===== src/rtl/usb_tx_pkg.sv =====
// Shared constants and state encoding for the USB full-speed transmit bit engine.
package usb_tx_pkg;

  localparam logic [7:0] SYNC_BYTE    = 8'h80;
  localparam int         STUFF_LEN    = 6;
  localparam int         EOP_SE0_BITS = 2;

  // Line states packed as {dplus, dminus}
  localparam logic [1:0] LINE_J   = 2'b10;
  localparam logic [1:0] LINE_K   = 2'b01;
  localparam logic [1:0] LINE_SE0 = 2'b00;

  typedef enum logic [2:0] {
    ST_IDLE    = 3'd0,
    ST_SYNC    = 3'd1,
    ST_DATA    = 3'd2,
    ST_STUFF   = 3'd3,
    ST_EOP_SE0 = 3'd4,
    ST_EOP_J   = 3'd5
  } tx_state_t;

endpackage


===== src/rtl/usb_tx_serializer_nrzi.sv =====
// Registered D+/D- line driver: NRZI on each strobe, with SE0/J overrides for EOP.
module nrzi_encoder
  import usb_tx_pkg::*;
(
  input  logic       clk,
  input  logic       rst,
  input  logic       strobe,
  input  logic       tx_bit,
  input  logic       force_se0,
  input  logic       force_j,
  output logic [1:0] line
);

  always_ff @(posedge clk or posedge rst) begin
    if (rst) begin
      line <= LINE_J;
    end else if (strobe) begin
      if (force_se0)   line <= LINE_SE0;
      else if (force_j) line <= LINE_J;
      else if (!tx_bit) line <= (line == LINE_J) ? LINE_K : LINE_J;
    end
  end

endmodule


===== src/rtl/usb_tx_serializer.sv =====
// USB FS transmit serializer: SYNC, LSB-first payload with bit stuffing, NRZI, EOP.
module usb_tx_serializer
  import usb_tx_pkg::*;
(
  input  logic       clk,
  input  logic       rst,
  input  logic       bit_strobe,
  input  logic       tx_start,
  input  logic [7:0] tx_byte,
  input  logic       tx_last,
  output logic       tx_byte_req,
  output logic       timer_clear,
  output logic       dplus_out,
  output logic       dminus_out,
  output logic       tx_busy,
  output logic       tx_done
);

  localparam logic [2:0] STUFF_MAX = 3'(STUFF_LEN);
  localparam logic [1:0] SE0_MAX   = 2'(EOP_SE0_BITS);

  tx_state_t  state;
  logic [7:0] shift;
  logic [2:0] bit_cnt, ones_cnt, ones_next;
  logic [1:0] eop_cnt, line;
  logic       last_q, byte_end;
  logic       stuff_due, byte_wrap, enc_strobe, force_se0, force_j, tx_bit;

  always_comb begin
    ones_next   = shift[0] ? ((ones_cnt == STUFF_MAX) ? ones_cnt : ones_cnt + 3'd1) : 3'd0;
    stuff_due   = (ones_next == STUFF_MAX);
    byte_wrap   = (bit_cnt == 3'd7);
    tx_bit      = (state == ST_STUFF) ? 1'b0 : shift[0];
    enc_strobe  = bit_strobe && (state != ST_IDLE);
    force_se0   = (state == ST_EOP_SE0) && (eop_cnt < SE0_MAX);
    force_j     = ((state == ST_EOP_SE0) && (eop_cnt >= SE0_MAX)) || (state == ST_EOP_J);
    timer_clear = (state == ST_IDLE) && tx_start;
    tx_byte_req = 1'b0;
    case (state)
      ST_SYNC:  tx_byte_req = bit_strobe && byte_wrap;
      ST_DATA:  tx_byte_req = bit_strobe && byte_wrap && !stuff_due && !last_q;
      // a stuff bit trailing bit 7 of a non-final byte defers that byte's pop
      ST_STUFF: tx_byte_req = bit_strobe && byte_end && !last_q;
      default:  tx_byte_req = 1'b0;
    endcase
  end

  assign tx_busy                = (state != ST_IDLE);
  assign {dplus_out, dminus_out} = line;

  always_ff @(posedge clk or posedge rst) begin
    if (rst) begin
      state    <= ST_IDLE;
      shift    <= '0;
      bit_cnt  <= '0;
      ones_cnt <= '0;
      eop_cnt  <= '0;
      last_q   <= 1'b0;
      byte_end <= 1'b0;
      tx_done  <= 1'b0;
    end else begin
      tx_done <= 1'b0;
      case (state)
        ST_IDLE: if (tx_start) begin
          state    <= ST_SYNC;
          shift    <= SYNC_BYTE;
          bit_cnt  <= '0;
          ones_cnt <= '0;
          byte_end <= 1'b0;
        end
        ST_SYNC: if (bit_strobe) begin
          shift   <= shift >> 1;
          bit_cnt <= bit_cnt + 3'd1;
          if (byte_wrap) begin
            shift    <= tx_byte;
            last_q   <= tx_last;
            ones_cnt <= '0;
            state    <= ST_DATA;
          end
        end
        ST_DATA: if (bit_strobe) begin
          shift    <= shift >> 1;
          bit_cnt  <= bit_cnt + 3'd1;
          ones_cnt <= ones_next;
          if (stuff_due) begin
            state    <= ST_STUFF;
            byte_end <= byte_wrap;
          end else if (byte_wrap) begin
            if (!last_q) begin
              shift  <= tx_byte;
              last_q <= tx_last;
            end else begin
              state   <= ST_EOP_SE0;
              eop_cnt <= '0;
            end
          end
        end
        ST_STUFF: if (bit_strobe) begin
          ones_cnt <= '0;
          byte_end <= 1'b0;
          if (byte_end && last_q) begin
            state   <= ST_EOP_SE0;
            eop_cnt <= '0;
          end else begin
            state <= ST_DATA;
            if (byte_end) begin
              shift  <= tx_byte;
              last_q <= tx_last;
            end
          end
        end
        ST_EOP_SE0: if (bit_strobe) begin
          if (force_se0) eop_cnt <= eop_cnt + 2'd1;
          else           state   <= ST_EOP_J;
        end
        ST_EOP_J: if (bit_strobe) begin
          state   <= ST_IDLE;
          tx_done <= 1'b1;
        end
        default: state <= ST_IDLE;
      endcase
    end
  end

  nrzi_encoder u_nrzi (
    .clk       (clk),
    .rst       (rst),
    .strobe    (enc_strobe),
    .tx_bit    (tx_bit),
    .force_se0 (force_se0),
    .force_j   (force_j),
    .line      (line)
  );

endmodule

===== config.mk =====
export PLATFORM = sky130hd
export DESIGN_NAME = usb_tx_serializer
export DESIGN_NICKNAME = d
export VERILOG_FILES = /design/src/rtl/usb_tx_pkg.sv /design/src/rtl/usb_tx_serializer_nrzi.sv /design/src/rtl/usb_tx_serializer.sv
export SDC_FILE = /design/constraint.sdc
export NUM_CORES = 1
export LEC_CHECK = 0
export BUFFER_PORTS_ARGS = -buffer_cell sky130_fd_sc_hd__buf_2
export CORE_ASPECT_RATIO = 1.4
export CORE_MARGIN = 2
export CORE_UTILIZATION = 54
export CTS_BUF_LIST = sky130_fd_sc_hd__clkbuf_4
export DETAILED_ROUTE_END_ITERATION = 10
export PLACE_DENSITY_LB_ADDON = 0.08
export SYNTH_ARGS = -nofsm -noshare
export SYNTH_HDL_FRONTEND = slang
export SYNTH_SLANG_ARGS = --single-unit

===== constraint.sdc =====
create_clock -name clk -period 1.95 [get_ports clk]
set_clock_uncertainty 0.1 [all_clocks]
set_input_delay 0 -clock clk [delete_from_list [all_inputs] [get_ports clk]]
set_output_delay 0 -clock clk [all_outputs]
set_load 0.005 [all_outputs]

==> results by group, run 1 <==
Power
  • Max VDD drop: roughly 0.85 mV
  • Clock power share: 0.125
  • Psw: slightly above 0.7 mW
  • Combinational power share: 0.472
  • Pint: between 1 and 1.5 mW
  • Sequential share of power: 0.403
  • Sw Share: 0.3924
  • Leakage power total: approximately 0.91 nW
  • Pwr dens: around 910 nW/µm²

Clock network
  • CTS Buf Count: 3
  • Max clock buf depth: 2
  • Reg clk slew, reported paths: ~0.13 ns
  • H-tree depth: 1
  • Clock tree sinks: 24
  • CTS tree: built
  • Skew-Pair Late Insertion Delay: 0.32 ns
  • Root Buffer: clkbuf_4

STA
  • Max-slew violations: 0
  • Slew HR: 0.6848
  • Setup ws final: -0.08037 ns
  • Crit path time final: slightly above 2 ns
  • Worst-margin pin slew: about 0.47 ns
  • Final Setup Violations: 11
  • RSZ-0062 raised after global routing: yes
  • Fin. Hold Viols: 0
  • Final worst path period share: 1.041
  • Max Fclk: roughly 500 MHz

Setup path
  • CP Class: reg2reg
  • Worst setup EP type: flop
  • CP max FO: 5
  • CP required: 2.07 ns
  • CP arrival: 2.15 ns
  • Startpoint Class: flop

Cells and area
  • Non-Filler Instances: roughly 250
  • Synthesis-to-layout area growth: 22.85%
  • Diode count: 0
  • Share of layout cells above drive strength 1: 0.2905
  • # nets final: between 200 and 250
  • Layout Utilization: 0.6965

Synth
  • Top-count cell post-synth: dfrtp_1
  • Syn Nets: roughly 190
  • Seq/Total Area, Yosys: 0.3726
  • Ys async rst share: 1.000
  • Mapped Area: between 1500 and 2000 µm²
  • Top-area cell type share of the netlist area: 0.3563
  • Flops & latches, synth: 24
  • Post-synth EDFFs: 0
  • Post-synth top flop: dfrtp_1
  • Synth Warn #: 0
  • Gate Count Post-Synth: around 170
  • Unique masters post-synth: 59
  • Synth area leader: dfrtp_1
  • Synth top area cells: dfrtp_1 36%, a221o_1 5.0%, ha_1 3.9%
  • Avg Cell Area, Syn: approximately 9.6 µm²
  • Synth cell count leaders: 23 x dfrtp_1, 16 x nand2_1, 11 x inv_1, 11 x nor2_1, 8 x a221o_1

Global route
  • Vias in the first global route: 1408
  • Largest net degree at the start of global routing: 25
  • First-pass GRT wire length: ~6 mm
  • Initial antenna violation count: 0
  • Overall Global Routing Usage: 0.2335
  • Congestion Overflow GR: 0

Run status
  • Status: finished, violations left
  • Failing checks: negative setup slack

Detailed routing
  • Drt first-iter violations: 53
  • Routed WL: between 3 and 4 mm
  • Post-route ant nets: 0
  • DR vias: 1449
  • Drt first pass iters: 4
  • Wirelength per Cell: roughly 15 µm
  • Via density: between 5 and 6
  • # DRC: 0

Die
  • Full die area: roughly 3500 µm²
  • Core Region: around 2800 µm²
  • Chip height: approximately 70 µm
  • Chip Width: 50.23 µm
  • Starting Density: 0.5670
  • IO Pins: 19
  • Core Rows: 23

Placement
  • Gpl congestion: between 0.8 and 0.9
  • Detailed Place HPWL: 2.670 mm
  • I/O Buffers: 18
  • Placed insts: ~230

Hold path
  • Min-Delay Path Class: in2reg

Run
  • Max-cap violations: 0
[worst paths after layout]
kind,slack (ns),from,depth (start not counted),end
worst max-delay path,-0.08,ones_cnt[1],6,eop_cnt[0]
worst min-delay path,0.04,bit_strobe,3,u_nrzi.line[1]
worst max register to register,-0.08,ones_cnt[1],6,eop_cnt[0]
worst min register to register,0.39,u_nrzi.line[1],2,u_nrzi.line[1]
max in group asynchronous,1.30,rst,4,u_nrzi.line[1]
min in group asynchronous,0.16,rst,4,shift[3]
[registers in the layout, summed over array words and instances, names as in the netlist]
name / flops
shift: 8
state: 3
ones_cnt: 3
byte_end: 1
u_nrzi.line: 2
eop_cnt: 2
last_q: 1
bit_cnt: 3
tx_done: 1
[metrics by stage]
stage | setup WS, ns | hold WS (ns) | area [µm²] | setup TNS, ns | power (mW)
2_1_floorplan | 0.005930 | -0.08612 | 1628 | 0 | 1.307
5_1_grt | -0.1488 | 0.05237 | 1984 | -1.490 | 1.944
3_5_place_dp | -0.09550 | -0.03583 | 1826 | -0.5969 | 1.543
4_1_cts | -0.08623 | 0.04073 | 1974 | -0.5054 | 1.791
3_3_place_gp | -0.04145 | -0.04665 | 1826 | -0.2169 | 1.513
6_report | -0.08037 | 0.03772 | 1984 | -0.6076 | 1.807
[worst max-delay path, cell delays in order, from the launching register on]
cell and delay [ns]:
dfrtp_1 0.47, ha_2 0.22, and3b_2 0.22, o31ai_2 0.44
nand2_1 0.15, a32oi_1 0.22, o31ai_1 0.09
[layout make-up]
cell class / instances / area (µm²)
Timing Repair Buffer: 45 / 320.3
Clock buffer: 3 / 22.52
Sequential cell: 24 / 604.3
Clock inverter: 1 / 3.754
Fill cell: 218 / 864.6
Multi-Input combinational cell: 126 / 945.9
Inverter: 11 / 41.29
Tap cell: 37 / 46.29
[metal layers]
| metal | vias to the layer above | GRT usage | wire (µm) |
|---|---|---|---|
| met4 | 0 | 0.1424 | 106 |
| met3 | 13 | 0.03233 | 124 |
| li1 | 699 | - | - |
| met2 | 43 | 0.4161 | 1909 |
| met1 | 694 | 0.2649 | 1539 |
| met5 | - | 0 | 0 |
[cells by family after synthesis]
logic type,synth area share
mux,0.02634
fa+ha+maj,0.03873
compound gates,0.2850
simple gates,0.2200
buf+inv,0.05731
flops,0.3726
[power groups by stage]
stage	Combinational (mW)	Clock [mW]	Sequential (mW)
6_report	0.853	0.226	0.728
5_1_grt	0.941	0.260	0.743
2_1_floorplan	0.624	0	0.683
3_5_place_dp	0.811	0	0.732
4_1_cts	0.833	0.235	0.723
3_3_place_gp	0.787	0	0.726
[what timing repair did]
| item | 4_1_cts | 5_1_grt |
|---|---|---|
| endpoints found under the hold margin | 34 | 0 |
| pin swaps | 5 | 2 |
| gates resized for setup | 4 | 3 |
| setup endpoints to repair | 12 | 19 |
| hold buffers | 11 | 0 |
| setup buffers | 1 | 0 |
[layout by cell type (no fill, tap or decap), types with 2 or more instances in the layout]
master	n
o21ai_1	2
inv_1	10
dfrtp_1	21
mux2_2	2
a21o_1	2
mux2i_1	2
buf_2	18
dlygate4sd3_1	11
o22ai_1	3
and2_1	7
buf_4	16
dfrtp_2	2
nor3_1	3
nand3_1	2
nand2_1	16
or3_1	2
o211ai_1	2
ha_1	3
a221o_1	8
o21a_1	2
o21ai_0	5
clkbuf_4	3
o31ai_1	2
nor2_1	11
a21oi_1	7
nor2b_1	2
nand2b_1	7
No activity file was read; power rests on OpenSTA's default activity.
==> run 2, diff against run 1 <==
--- a/config.mk
+++ b/config.mk
@@ -5,10 +5,11 @@
 export SDC_FILE = /design/constraint.sdc
 export NUM_CORES = 1
 export LEC_CHECK = 0
+export ABC_AREA = 1
 export BUFFER_PORTS_ARGS = -buffer_cell sky130_fd_sc_hd__buf_2
 export CORE_ASPECT_RATIO = 1.4
 export CORE_MARGIN = 2
-export CORE_UTILIZATION = 54
+export CORE_UTILIZATION = 55
 export CTS_BUF_LIST = sky130_fd_sc_hd__clkbuf_4
 export DETAILED_ROUTE_END_ITERATION = 10
 export PLACE_DENSITY_LB_ADDON = 0.08
==> run 2 against run 1 <==
The flow now finishes without violations. Design area increased by 18%. Hold slack improved by 0.047 ns. Via count increased by 39%. Core utilization increased by 4.8 points. Synthesized area increased by 14%. Wire length increased by 32%. Sequential share of layout area decreased by 4.6 points. Count of clock-buffer cells in the layout increased by 1. Worst setup slack improved by 0.15 ns. Register-to-register slack improved by 0.18 ns. Critical path depth increased by 5. Clock power increased by 14%. Largest cell class unchanged. Largest power group unchanged.
==> results by group, run 2 <==
Global route
  • First-pass GRT wire length: 7.921 mm (+29%)
  • Overall Global Routing Usage: 0.2727 (+0.03919)
  • Initial antenna violation count: 0 (unchanged)
  • Largest net degree at the start of global routing: 25 (unchanged)
  • Congestion Overflow GR: 0 (unchanged)
  • Vias in the first global route: 1840 (+31%)

STA
  • Setup TNS: 0 ns (+0.6076 ns)
  • Crit path time final: 1.884 ns (-0.1460 ns)
  • Max Fclk: 530.7 MHz (+7.7%)
  • Fin. Hold Viols: 0 (unchanged)
  • Max-slew violations: 0 (unchanged)
  • Slew HR: 0.7811 (+0.09637)
  • Worst-margin pin slew: 0.3283 ns (-0.1417 ns)
  • Fin Hold WS: 0.08499 ns (+0.04727 ns)
  • Final worst path period share: 0.9664 (-0.07486)
  • Final Setup Violations: 0 (-11)

Detailed routing
  • Wirelength per Cell: 13.21 µm (-11%)
  • Routed WL: 4.847 mm (+32%)
  • # DRC: 0 (unchanged)
  • Via density: 5.493 (-6.4%)
  • DR vias: 2016 (+39%)
  • Drt first-iter violations: 63 (+19%)
  • Drt first pass iters: 4 (unchanged)
  • Post-route ant nets: 0 (unchanged)

Power
  • Pwr dens: 1175 nW/µm² (+29%)
  • Overall Power: 2.757 mW (+53%)
  • Max VDD drop: 0.9051 mV (+6.9%)
  • Leakage power total: 1.182 nW (+29%)

Setup path
  • CP Class: reg2out
  • CP arrival: 1.78 ns (-0.37 ns)
  • Reg-to-reg endpoint: ones_cnt[0]
  • CP required: 1.85 ns (-0.22 ns)
  • Worst setup EP type: primary output
  • Startpoint Class: flop
  • CP max FO: 4 (-1)
  • Worst R2R Path Depth: 8 (+2)
  • Worst reg2reg startpoint: bit_cnt[0]
  • Reg2Reg Setup Slack: 0.10 ns (+0.18 ns)

Cells and area
  • Max reg flops: 8 (unchanged)
  • Share of layout cells above drive strength 1: 0.2500 (-0.04048)
  • Fillers: 262 (+20%)
  • Synthesis-to-layout area growth: 27.03%
  • Diode count: 0 (unchanged)
  • Most frequent cells in the layout: 84 x nand2_1, 47 x nand3_1, 33 x inv_1
  • Reg with most FFs: shift
  • Finished Cell Area: 2346 µm² (+18%)
  • Commonest non-fill, non-tap cell in the layout: nand2_1
  • Layout Utilization: 0.7440 (+0.04752)
  • # nets final: 347 (+52%)

Synth
  • Post-Synth Simple-Gate Area: 0.4099 (+0.1899)
  • Gate Count Post-Synth: 281 (+66%)
  • Post-synth top flop: dfrtp_1
  • Unique masters post-synth: 34 (-42%)
  • Main combinational cell family by area after synthesis: simple AND/OR/NAND/NOR gates
  • Synth Warn #: 0 (unchanged)
  • Synth cell count leaders: 86 x nand2_1, 48 x nand3_1, 34 x inv_1, 23 x dfrtp_1, 16 x nor2_1
  • Post-Synth XOR/XNOR Area: 0 (unchanged)
  • Avg Cell Area, Syn: 6.572 µm² (-31%)
  • Synth Area in Adders: 0.03388 (-0.004854)
  • Seq/Total Area, Yosys: 0.3259 (-0.04670)
  • Post-synth EDFFs: 0 (unchanged)
  • Mapped Area: 1847 µm² (+14%)
  • Top-area cell type share of the netlist area: 0.3117 (-0.04466)
  • Synth top area cells: dfrtp_1 31%, nand2_1 17%, nand3_1 13%
  • Syn Nets: 299 (+60%)
  • Flops & latches, synth: 24 (unchanged)
  • Portion of netlist area occupied by mux cells: 0 (-0.02634)
  • Post-synthesis compound-gate area fraction: 0.1226 (-0.1624)
  • Ys async rst share: 1.000 (unchanged)
  • Synth area leader: dfrtp_1
  • Top-count cell post-synth: nand2_1

Placement
  • I/O Buffers: 18 (unchanged)
  • Gpl congestion: 0.8779 (-1.3%)
  • Dpl cell area: 2043 µm² (+12%)
  • Detailed Place HPWL: 3.329 mm (+25%)

Die
  • Chip Width: 52.98 µm (+5.5%)
  • Starting Density: 0.5857 (+0.01874)
  • Chip height: 72.56 µm (+5.6%)
  • Core Region: 3153 µm² (+11%)
  • Full die area: 3844 µm² (+11%)
  • IO Pins: 19 (unchanged)
  • Core Rows: 24 (+4.3%)

Run
  • Max-cap violations: 0 (unchanged)

Hold path
  • Endpoint, Worst Hold: state[1]
  • Min-Delay Path Class: in2reg
  • Worst hold start: tx_start
  • Hold path depth: 5 (+2)

Clock network
  • Reg clk slew, reported paths: 0.13 ns (about the same)
  • CTS Buf Count: 3 (unchanged)
  • Clock tree sinks: 24 (unchanged)
  • Max clock buf depth: 2 (unchanged)
  • CTS tree: built
  • H-tree depth: 1 (unchanged)
  • Root Buffer: clkbuf_4
  • Skew-Pair Late Insertion Delay: 0.33 ns (about the same)

Run status
  • Status: finished, final reports clean
run 2: through the flow:
| stage | cells | setup WS (ns) |
|---|---|---|
| finish | 367 | 0.06561 |
| global route | 367 | -0.01798 |
| CTS | 359 | 0.01155 |
| detailed placement | 342 | 0.1758 |
| global placement | 342 | 0.1797 |
| floorplan | 281 | 0.2705 |
run 2: logic make-up (layout without fill, tap and decap cells):
logic type / Yosys count / in the layout
and+or+nand+nor: 166 / 166
buffers and inverters: 49 / 96
AOI/OAI and AO/OA: 37 / 37
DFF: 24 / 24
adders and majority gates: 5 / 5
run 2: layout make-up:
class                      count  area (µm²)  share of cell area
sequential                    24       605.6              0.2581
tap                           39       48.80             0.02080
inverter                      41       155.1             0.06613
clock buffer                   4       30.03             0.01280
multi-input combinational    208        1129              0.4811
timing repair buffer          51       377.9              0.1611
run 2: repair_timing:
action	in CTS	in global routing
endpoints found under the hold margin	35	0
gates cloned	0	0
buffers inserted	2	8
hold buffers	11	0
endpoints found under the setup margin	1	5
resized for setup	7	17
pin swaps	0	1
run 2: how the worst max path moves through the flow:
stage               cells after the start  slack, ns     endpoint        start
global route                           11      -0.02  tx_byte_req  ones_cnt[0]
global placement                        8       0.18  ones_cnt[0]   bit_cnt[0]
CTS                                    11       0.01  tx_byte_req  ones_cnt[0]
detailed placement                      8       0.18  ones_cnt[0]   bit_cnt[0]
finish                                 11       0.07  tx_byte_req  ones_cnt[0]
floorplan                              12       0.27     state[0]  ones_cnt[0]
run 2: critical path, cell delays in order, from the launching register on:
cell	delay (ns)
dfrtp_2	0.47
inv_2	0.09
ha_4	0.14
nand2_1	0.06
nand2_2	0.09
nand3_4	0.09
nand3_4	0.10
nand2_4	0.06
inv_2	0.06
nand3_1	0.06
o21ai_1	0.09
buf_2	0.14
run 2: where the power goes:
group / internal (mW) / leakage [nW] / switching, mW
clock network: 0.0942 / 0.0184 / 0.163
registers: 0.685 / 0.308 / 0.175
logic: 0.632 / 0.855 / 1.01
total: 1.41 / 1.18 / 1.34
run 2: metal layers:
| layer | vias up | track usage | wire length [µm] |
|---|---|---|---|
| met4 | 0 | 0.1168 | 82 |
| li1 | 1009 | - | - |
| met5 | - | 0 | 0 |
| met3 | 9 | 0.03292 | 252 |
| met1 | 923 | 0.3400 | 2011 |
| met2 | 75 | 0.4653 | 2501 |
